`src/rtl/fir_filter_pkg.sv`:
```
// fir_filter_pkg: shared state encodings and widths for the FIR filter datapath
package fir_filter_pkg;
  typedef enum logic {IDLE = 1'b0, RECV = 1'b1} state_t;
  localparam int ERR_W = 8;
endpackage

```
`src/rtl/deserializer_sat_counter.sv`:
```
// sat_counter: incrementer that sticks at all-ones, async active-high reset
module sat_counter
  import fir_filter_pkg::*;
#(
  parameter int W = ERR_W
) (
  input  logic         i_clk,
  input  logic         i_rst,
  input  logic         i_inc,
  output logic [W-1:0] ov_count
);
  always_ff @(posedge i_clk or posedge i_rst)
    if (i_rst) ov_count <= '0;
    else if (i_inc && ov_count != '1) ov_count <= ov_count + 1'b1;
endmodule

```
`src/rtl/deserializer.sv`:
```
// deserializer: LSB-first sync-framed serial-to-parallel receiver; DESERIALIZER_SYNC_CHECK_EN adds misaligned-sync reporting
module deserializer
  import fir_filter_pkg::*;
#(
  parameter int LENGTH = 24
) (
  input  logic              i_clk,
  input  logic              i_rst,
  input  logic              i_en,
  input  logic              i_din,
  input  logic              i_sync,
  output logic [LENGTH-1:0] ov_dout,
  output logic              o_dout_valid,
  output logic              o_sync_err,
  output logic [ERR_W-1:0]  ov_err_count
);
  localparam int CW = $clog2(LENGTH);
  localparam logic [CW-1:0] LAST = CW'(LENGTH - 1);
  state_t state, state_n;
  logic [CW-1:0] cnt, cnt_n;
  logic [LENGTH-1:0] sr, sr_n, dout_n, shifted;
  logic valid_n;
  assign shifted = {i_din, sr[LENGTH-1:1]};
  always_comb begin
    state_n = state;
    cnt_n = cnt;
    sr_n = sr;
    dout_n = ov_dout;
    valid_n = 1'b0;
    if (i_en) begin
      if (i_sync) begin
        sr_n = shifted;
        cnt_n = CW'(1);
        state_n = RECV;
      end else if (state == RECV) begin
        sr_n = shifted;
        cnt_n = cnt == LAST ? '0 : cnt + 1'b1;
        state_n = cnt == LAST ? IDLE : RECV;
        dout_n = cnt == LAST ? shifted : ov_dout;
        valid_n = cnt == LAST;
      end
    end
  end
  always_ff @(posedge i_clk or posedge i_rst)
    if (i_rst) begin
      state <= IDLE;
      cnt <= '0;
      sr <= '0;
      ov_dout <= '0;
      o_dout_valid <= 1'b0;
    end else begin
      state <= state_n;
      cnt <= cnt_n;
      sr <= sr_n;
      ov_dout <= dout_n;
      o_dout_valid <= valid_n;
    end
`ifdef DESERIALIZER_SYNC_CHECK_EN
  logic mis;
  assign mis = i_en && i_sync && state == RECV;
  sat_counter #(.W(ERR_W)) u_err_cnt (
    .i_clk   (i_clk),
    .i_rst   (i_rst),
    .i_inc   (mis),
    .ov_count(ov_err_count)
  );
  always_ff @(posedge i_clk or posedge i_rst)
    if (i_rst) o_sync_err <= 1'b0;
    else if (mis) o_sync_err <= 1'b1;
`else
  assign o_sync_err = 1'b0;
  assign ov_err_count = '0;
`endif
endmodule

```
`config.mk`:
```
export PLATFORM = sky130hd
export DESIGN_NAME = deserializer
export DESIGN_NICKNAME = d
export VERILOG_FILES = /design/src/rtl/fir_filter_pkg.sv /design/src/rtl/deserializer_sat_counter.sv /design/src/rtl/deserializer.sv
export SDC_FILE = /design/constraint.sdc
export NUM_CORES = 1
export LEC_CHECK = 0
export BUFFER_PORTS_ARGS = -buffer_cell sky130_fd_sc_hd__buf_2
export CORE_ASPECT_RATIO = 1.75
export CORE_MARGIN = 2
export CORE_UTILIZATION = 37
export CTS_CLUSTER_DIAMETER = 40
export DETAILED_ROUTE_END_ITERATION = 7
export HOLD_SLACK_MARGIN = 0.02
export PLACE_DENSITY = 0.55
export SYNTH_ARGS = -nofsm -noshare
export SYNTH_HDL_FRONTEND = slang
export SYNTH_SLANG_ARGS = --single-unit
```
`constraint.sdc`:
```
create_clock -name i_clk -period 2.5 [get_ports i_clk]
set_clock_uncertainty 0.15 [all_clocks]
set_input_delay 0.375 -clock i_clk [delete_from_list [all_inputs] [get_ports i_clk]]
set_output_delay 0.375 -clock i_clk [all_outputs]
set_load 0.02 [all_outputs]
```
# --- Word-level counts from Yosys, hierarchy flattened ---
# Index checks and enable logic that the tools add are counted.
totals:
  reg_bits: 55
  latchBits: 0
  mem_bits_rw: 0
  rom_bits: 0
  out_inout_bits: 34
  wordCells: 22
  memories: 0
classes:
  n_addsub: 1
  mul: 0
  div: 0
  order_cmp: 0
  eq_ne: 1
  shifts: 0
  n_mux: 11
  bitwise: 1
  reduce_logical: 3
ops:
  columns: ["operator", "n"]
  rows:
  - ["two-way mux 24 bit", 2]
  - ["two-way mux 5 bit", 3]
  - ["two-way mux 1 bit", 6]
  - ["adder 5 x 1 -> 5 bit, second input constant", 1]
  - ["equality test 5 bit, second input constant", 1]
  - ["AND reduction 4 bit", 1]
  - ["AND reduction 2 bit", 1]
  - ["nonzero test 2 bit", 1]
  - ["NOT 1 bit", 1]

# --- Depth between registers and ports, before layout ---
# Gate-level depths: netlist (run 1).
depth:
  depth_word: 4
  mapped_depth: 6

# --- Worst setup path before layout (run 1) ---
# No wires, ideal clock.
synth_timing:
  path_type: "reg-to-reg"
  startpoint: "reg cnt[0]"
  endpoint: "reg ov_dout[10]"
  t_arrival_ps: 1476
  required_time_ps: 2225
  path_slack_ps: 749
  stages_incl_launch_ff: 7
  n_path_buf: 2
  synth_period_minus_slack_ps: 1751
  path_cell_list: "dfrtp_1 > ha_1 > and4b_1 > nor2b_4 > buf_6 > buf_12 > mux2_4"
synth_via:
  elab_chain_len: 2
synth_lines:
  columns: ["element", "line", "rtl"]
  rows:
  - ["from (decl)", "deserializer.sv:20", "logic [CW-1:0] cnt, cnt_n;"]
  - ["from (signal assigned)", "deserializer.sv:53", "cnt <= cnt_n;"]
  - ["equality test 5 bit", "deserializer.sv:39", "dout_n = cnt == LAST ? shifted : ov_dout;"]
  - ["AND reduction 4 bit (no line)", null, null]
  - ["to (signal assigned)", "deserializer.sv:55", "ov_dout <= dout_n;"]
  - ["to (decl)", "deserializer.sv:12", "output logic [LENGTH-1:0] ov_dout,"]
# No other way between the ends.
# A chain may end at the register's enable or synchronous reset.

# --- Worst setup path in the final report (run 1) ---
layout_timing:
  startpoint: "reg cnt[0]"
  endpoint: "reg ov_dout[20]"
# Same word-level chain as after synthesis.

==> impl_metrics.ini, run 1 <==
[setup_path]
slowest_delay_ns = 0.40
cp-end-kind = register
crit_type = reg -> reg
startpoint_type = register
crit_slowest_cell = dfrtp_1
cp_cell_sequence = ha_1 -> and4b_1 -> nor2b_4 -> buf_12 -> mux2_2
crit_arrival_ns = 1.94
cp.required_ns = 2.54
cp_top_family = simple AND/OR/NAND/NOR gates
cp_max_fo = 25
critPathBufInv = 1

[floorplan]
coreArea_um2 = 6090
num_rows = 38
die_area_um2 = 6870
fp.dieW_um = 63.5
die_y_um = 108
ios = 39
initial_core_util_pct = 37.7

[route]
wl_per_cell_um = 14.3
vias = 1204
drc = 0
final_antenna_net_count = 0
dr_wl_met3_um = 136
viasPerCell = 4.65
wirelength_met1_mm = 1.56
drtIter0Drc = 17
dr_wl_met2_mm = 1.94
highest_layer = met4
dr.pass1.iters = 3
wirelength_mm = 3.70

[power]
power-per-cell-area_nw_per_um2 = 749
p_clk_share_pct = 26.0
irDropWorstVdd_mv = 0.407
seqPwrFrac_pct = 61.0
combPwrFrac_pct = 13.0
switchingPower_w = 0.000504
p_int_w = 0.00142
swShare_pct = 26.1
cellLeakagePower_nw = 1.29

[synthesis]
syn_area_um2 = 2290
synth_warnings = 0
ys_top_cells_by_count = dfrtp_1, mux2_2, mux2_4
synth-seq-cells = 54
synthCells = 145
async_flop_share_pct = 100
ys_seq_area_share_pct = 58.9
avgSynthCellArea_um2 = 15.8
synth_flop_cell = dfrtp_1
yosysMostFrequentCell = dfrtp_1
synth_top_area_share_pct = 58.9
synthTopCellsByArea = dfrtp_1, mux2_2, mux2_4, buf_4, buf_12
synth.distinct_cells = 27
synth_edf_count = 0
yosys.area.top_type = dfrtp_1

[timing]
max_freq_ghz = 0.527
post-route-period-util_pct = 75.9
setup_ws_ns = 0.602
holdWs_ns = 0.179
hold_viol = 0
setup_viol_count_final = 0
tns_ns = 0
rsz0062_at_grt = false
slew_viol_final = 0
min_period_ns = 1.90

[layout]
multi_input_area_um2 = 818
nFillCells = 624
drive_above_1_share_pct = 52.0
finalNetCount = 184
area_growth_pct = 12.2
seqCellArea_um2 = 1350
antenna_cells = 0

[global_route]
grt_pass1_wl_mm = 6.50
grt-ovfl-total = 0
first_global_vias = 1288
grt_max_degree = 26
antenna_found_initial = 0
grt.total_usage_pct = 12.1

[place]
gp_congestion = 0.683
post-place-ws_ns = 0.611
dpl.hpwl_mm = 2.54
io_buffers = 29

[clock_tree]
cts_setup_buffers = 0
cts_buffer_depth = 2
clock_latency_ns = 0.31
cts_buffers = 5
clkTransAtPathRegs_ns = 0.09
h-tree-depth = 2
clock-sinks = 54
cts_tree = yes
cts-root-buf = clkbuf_8

[hold_path]
min_path_type = in -> reg

[status]
status = finished clean

[run]
maxCapViolCount = 0
-- path summary, 6_finish.rpt --
| kind | start | endpoint | cells after the start | slack, ns |
|---|---|---|---|---|
| setup / recovery | cnt[0] | ov_dout[20] | 5 | 0.60 |
| hold / removal | i_din | ov_dout[23] | 2 | 0.18 |
| setup reg to reg | cnt[0] | ov_dout[20] | 5 | 0.60 |
| hold reg to reg | ov_dout[19] | ov_dout[19] | 1 | 0.36 |
| max in group asynchronous | i_rst | ov_dout[10] | 4 | 1.13 |
| min in group asynchronous | i_rst | ov_dout[15] | 3 | 0.46 |
-- power by group through the flow --
stage / Sequential [W] / Combinational (W) / Clock, W
global placement: 0.00119 / 0.000240 / 0
floorplan: 0.00115 / 0.000229 / 0
CTS: 0.00118 / 0.000256 / 0.000518
detailed placement: 0.00120 / 0.000254 / 0
finish: 0.00118 / 0.000250 / 0.000502
global route: 0.00121 / 0.000285 / 0.000565
-- metal layers --
metal / GRT usage, % / up-vias
met5: 0 / -
met4: 5.12 / 0
met3: 2.71 / 4
met2: 20.3 / 23
met1: 15.0 / 628
li1: - / 549
-- flip-flops by register name, summed over array words and instances, names as in the netlist --
name and count:
state 1, ov_dout 24, cnt 5, o_dout_valid 1
sr 23
-- layout make-up --
class                   instances  area share, %
clock inverters                 2          0.486
flip-flops and latches         54           52.5
multi-input cells              80           31.8
well taps                      80           3.89
inverters                       3          0.438
repair buffers                 34           7.68
clock buffers                   6           3.21
-- cells by family (layout without fill, tap and decap cells) --
kind of cell               after synthesis  after routing  share of synthesized area (%)
AOI/OAI and AO/OA                       10             10                           2.94
other                                    1              9                          0.163
DFF                                     54             54                           58.9
muxes                                   48             48                           26.6
buffers and inverters                   19             45                           6.76
and+or+nand+nor                         12             12                           4.09
adders and majority gates                1              1                          0.545
-- stage by stage --
stage          instance area (um2)  std cells  power (W)  utilization (%)
3_3_place_gp                  2470        250    0.00143             40.6
4_1_cts                       2570        259    0.00196             42.3
3_5_place_dp                  2470        250    0.00146             40.6
5_1_grt                       2570        259    0.00206             42.3
2_1_floorplan                 2320        153    0.00138                -
6_report                      2570        259    0.00193             42.3
-- cells in the final DEF (no fill, tap or decap) --
| cell type | Yosys | final |
|---|---|---|
| a21oi_1 | 1 | 1 |
| a22o_1 | 2 | 2 |
| and3b_2 | 1 | 1 |
| and4_1 | 1 | 1 |
| and4b_1 | 1 | 1 |
| buf_12 | 2 | 1 |
| buf_2 | 1 | 29 |
| buf_4 | 11 | 3 |
| clkbuf_8 | 0 | 6 |
| clkinv_2 | 0 | 1 |
| clkinvlp_4 | 0 | 1 |
| conb_1 | 1 | 9 |
| dfrtp_1 | 54 | 54 |
| dlygate4sd3_1 | 0 | 1 |
| ha_1 | 1 | 1 |
| inv_1 | 3 | 2 |
| inv_2 | 0 | 1 |
| mux2_2 | 28 | 28 |
| mux2_4 | 19 | 19 |
| mux2i_1 | 1 | 1 |
| nand2_1 | 4 | 4 |
| nand2b_1 | 1 | 1 |
| nand3_1 | 1 | 1 |
| nand3b_4 | 1 | 1 |
| nor2b_4 | 1 | 1 |
| nor3_1 | 1 | 1 |
| o21ai_0 | 4 | 4 |
| o21ai_2 | 1 | 1 |
| o2bb2ai_1 | 1 | 1 |
| o31ai_1 | 1 | 1 |
-- timing repair --
| action | CTS | global route |
|---|---|---|
| gates resized for setup | 0 | 0 |
| hold endpoints to repair | 18 | 0 |
| hold buffers | 1 | 0 |
Power figures use the tool's default switching activity.
==> inputs of run 2 (changes only) <==
--- a/config.mk
+++ b/config.mk
@@ -5,6 +5,7 @@
 export SDC_FILE = /design/constraint.sdc
 export NUM_CORES = 1
 export LEC_CHECK = 0
+export ABC_AREA = 1
 export BUFFER_PORTS_ARGS = -buffer_cell sky130_fd_sc_hd__buf_2
 export CORE_ASPECT_RATIO = 1.75
 export CORE_MARGIN = 2
==> constraint.sdc (replaced) <==
create_clock -name i_clk -period 1.98 [get_ports i_clk]
set_clock_uncertainty 0.15 [all_clocks]
set_input_delay 0.297 -clock i_clk [delete_from_list [all_inputs] [get_ports i_clk]]
set_output_delay 0.297 -clock i_clk [all_outputs]
set_load 0.02 [all_outputs]
==> run 2 against run 1 <==
Effect of this change:
- die area is 0.78% higher
- hold slack worse by 0.086 ns
- global-route usage is 1.4 points higher
==> impl_metrics.ini, run 2 <==
[status]
status = finished clean

[route]
drc = 0
wl_per_cell_um = 11.6
wirelength_mm = 4.17
viasPerCell = 4.41
vias = 1577
dr.pass1.iters = 4
final_antenna_net_count = 0
drtIter0Drc = 66

[clock_tree]
clock-sinks = 54
cts_setup_buffers = 0
cts_buffer_depth = 2
clock_latency_ns = 0.30
cts_hold_buf = 1
cts_tree = yes
clkTransAtPathRegs_ns = 0.09
cts_buffers = 5
cts-resized-gates = 0
cts-root-buf = clkbuf_8
h-tree-depth = 2

[timing]
rsz0062_at_grt = false
post-route-period-util_pct = 74.7
max_freq_ghz = 0.676
slew_viol_final = 0
hold_viol = 0
tns_ns = 0
holdWs_ns = 0.0925
setup_viol_count_final = 0
min_period_ns = 1.48

[synthesis]
synth-seq-cells = 54
ys_seq_area_share_pct = 58.4
yosys.area.top_type = dfrtp_1
synth_edf_count = 0
avgSynthCellArea_um2 = 9.40
synthTopCellsByArea = dfrtp_1, nand2_1, nand3_1, o21ai_2, buf_4
syn_area_um2 = 2310
synth_warnings = 0
synth_flop_cell = dfrtp_1
synth_top_area_share_pct = 58.4
ys_top_cells_by_count = nand2_1, dfrtp_1, nand3_1
async_flop_share_pct = 100
yosysMostFrequentCell = nand2_1
synth.distinct_cells = 18
synthCells = 246

[global_route]
grt_max_degree = 55
grt.total_usage_pct = 13.5
grt_pass1_wl_mm = 7.18
grt-ovfl-total = 0
antenna_found_initial = 0
first_global_vias = 1539

[floorplan]
die_y_um = 109
coreArea_um2 = 6130
die_area_um2 = 6930
fp.dieW_um = 63.8
ios = 39
initial_core_util_pct = 37.7
num_rows = 38

[layout]
largest_reg_flops = 24
largestRegisters = ov_dout x24, sr x23, cnt x5
final_common_cell = nand2_1
antenna_cells = 0
fin_cells = 358
layout_common_cells = nand2_1, dfrtp_1, buf_2
drive_above_1_share_pct = 21.6
regMostFlops = ov_dout
postLayoutCellArea_um2 = 2570
finalNetCount = 284
area_growth_pct = 11.1

[setup_path]
cp-startpoint = cnt[1]
cp.required_ns = 2.03
ff2ff_setup_slack_ns = 0.50
r2r_start = cnt[1]
cp_cell_sequence = ha_1 -> nand2_2 -> nor2_4 -> buf_4 -> nand2_1 -> nand2_1 -> nand2_1
worst_path_most_repeated_cell = nand2_1
cp_top_family = flip-flops
crit_type = reg -> reg
cp_max_fo = 11
r2r_cells = 7
slowest_delay_ns = 0.41
cp-end-kind = register
crit_slowest_cell = dfrtp_1
crit_arrival_ns = 1.53
worstReg2RegEnd = state
startpoint_type = register
critPathBufInv = 1

[place]
io_buffers = 29
place_inst = 350
dpl_cell_area_um2 = 2480
gp_congestion = 0.693
dpl.hpwl_mm = 2.84

[power]
power-per-cell-area_nw_per_um2 = 832
total_power_w = 0.00214
p_int_w = 0.00155
seqPwrFrac_pct = 61.1
combPwrFrac_pct = 11.7
switchingPower_w = 0.000585
swShare_pct = 27.4
p_clk_share_pct = 27.2
irDropWorstVdd_mv = 0.427
cellLeakagePower_nw = 1.44

[hold_path]
hp-start = i_din
hold_depth = 3
holdPathEnd = sr[23]
min_path_type = in -> reg

[run]
maxCapViolCount = 0
[run 2: cell count changes after synthesis, moves of 10 or more]
cell / before / now
mux2_2: 28 / 0
o21ai_2: 1 / 11
nand2_1: 4 / 89
inv_1: 3 / 18
mux2_4: 19 / 0
nand3_1: 1 / 27
[run 2: worst max path at each step]
| stage | endpoint | slack [ns] | cells past startpoint |
|---|---|---|---|
| final | state | 0.50 | 7 |
| after global routing | ov_dout[18] | 0.34 | 6 |
| after CTS | ov_dout[18] | 0.48 | 6 |
| after detailed placement | state | 0.50 | 7 |
| after global placement | ov_dout[1] | 0.52 | 6 |
| after floorplan | cnt[0] | 0.22 | 1 |
[run 2: per-layer routing]
layer | vias up | share of wire [%] | global-route usage (%)
li1 | 814 | - | -
met1 | 725 | 45 | 16.3
met2 | 33 | 50 | 22.9
met3 | 5 | 3.3 | 3.12
met4 | 0 | 2.0 | 6.06
met5 | - | 0 | 0
[run 2: power by group through the flow]
| stage | clock network [W] | logic [W] | registers, W |
|---|---|---|---|
| floorplan | 0 | 0.000226 | 0.00130 |
| global placement | 0 | 0.000249 | 0.00132 |
| detailed placement | 0 | 0.000256 | 0.00133 |
| CTS | 0.000614 | 0.000258 | 0.00130 |
| global route | 0.000656 | 0.000291 | 0.00132 |
| finish | 0.000582 | 0.000250 | 0.00130 |
[run 2: cell families after synthesis]
| group | synth area share [%] |
|---|---|
| AOI/OAI and AO/OA | 7.19 |
| buffers and inverters | 10.1 |
| adders and majority gates | 0.541 |
| DFF | 58.4 |
| and+or+nand+nor | 23.6 |
| other | 0.162 |
[run 2: cell type report]
| type | count | area, um2 |
|---|---|---|
| Fill cell | 621 | 3560 |
| Multi-Input combinational cell | 162 | 758 |
| Timing Repair Buffer | 36 | 213 |
| Inverter | 19 | 71.3 |
| Clock buffer | 7 | 76.3 |
| Sequential cell | 54 | 1350 |
| Tap cell | 80 | 100 |
[run 2: worst register-to-register path: stages (launching register included)]
cell and delay [ns]:
dfrtp_1 0.41, ha_1 0.21, nand2_2 0.09, nor2_4 0.15
buf_4 0.20, nand2_1 0.06, nand2_1 0.06, nand2_1 0.05
[run 2: per-stage QoR]
step / utilization, % / setup WS, ns
finish: 41.9 / 0.501
global route: 41.9 / 0.345
CTS: 41.9 / 0.481
detailed placement: 40.5 / 0.502
global placement: 40.5 / 0.518
floorplan: - / 0.218
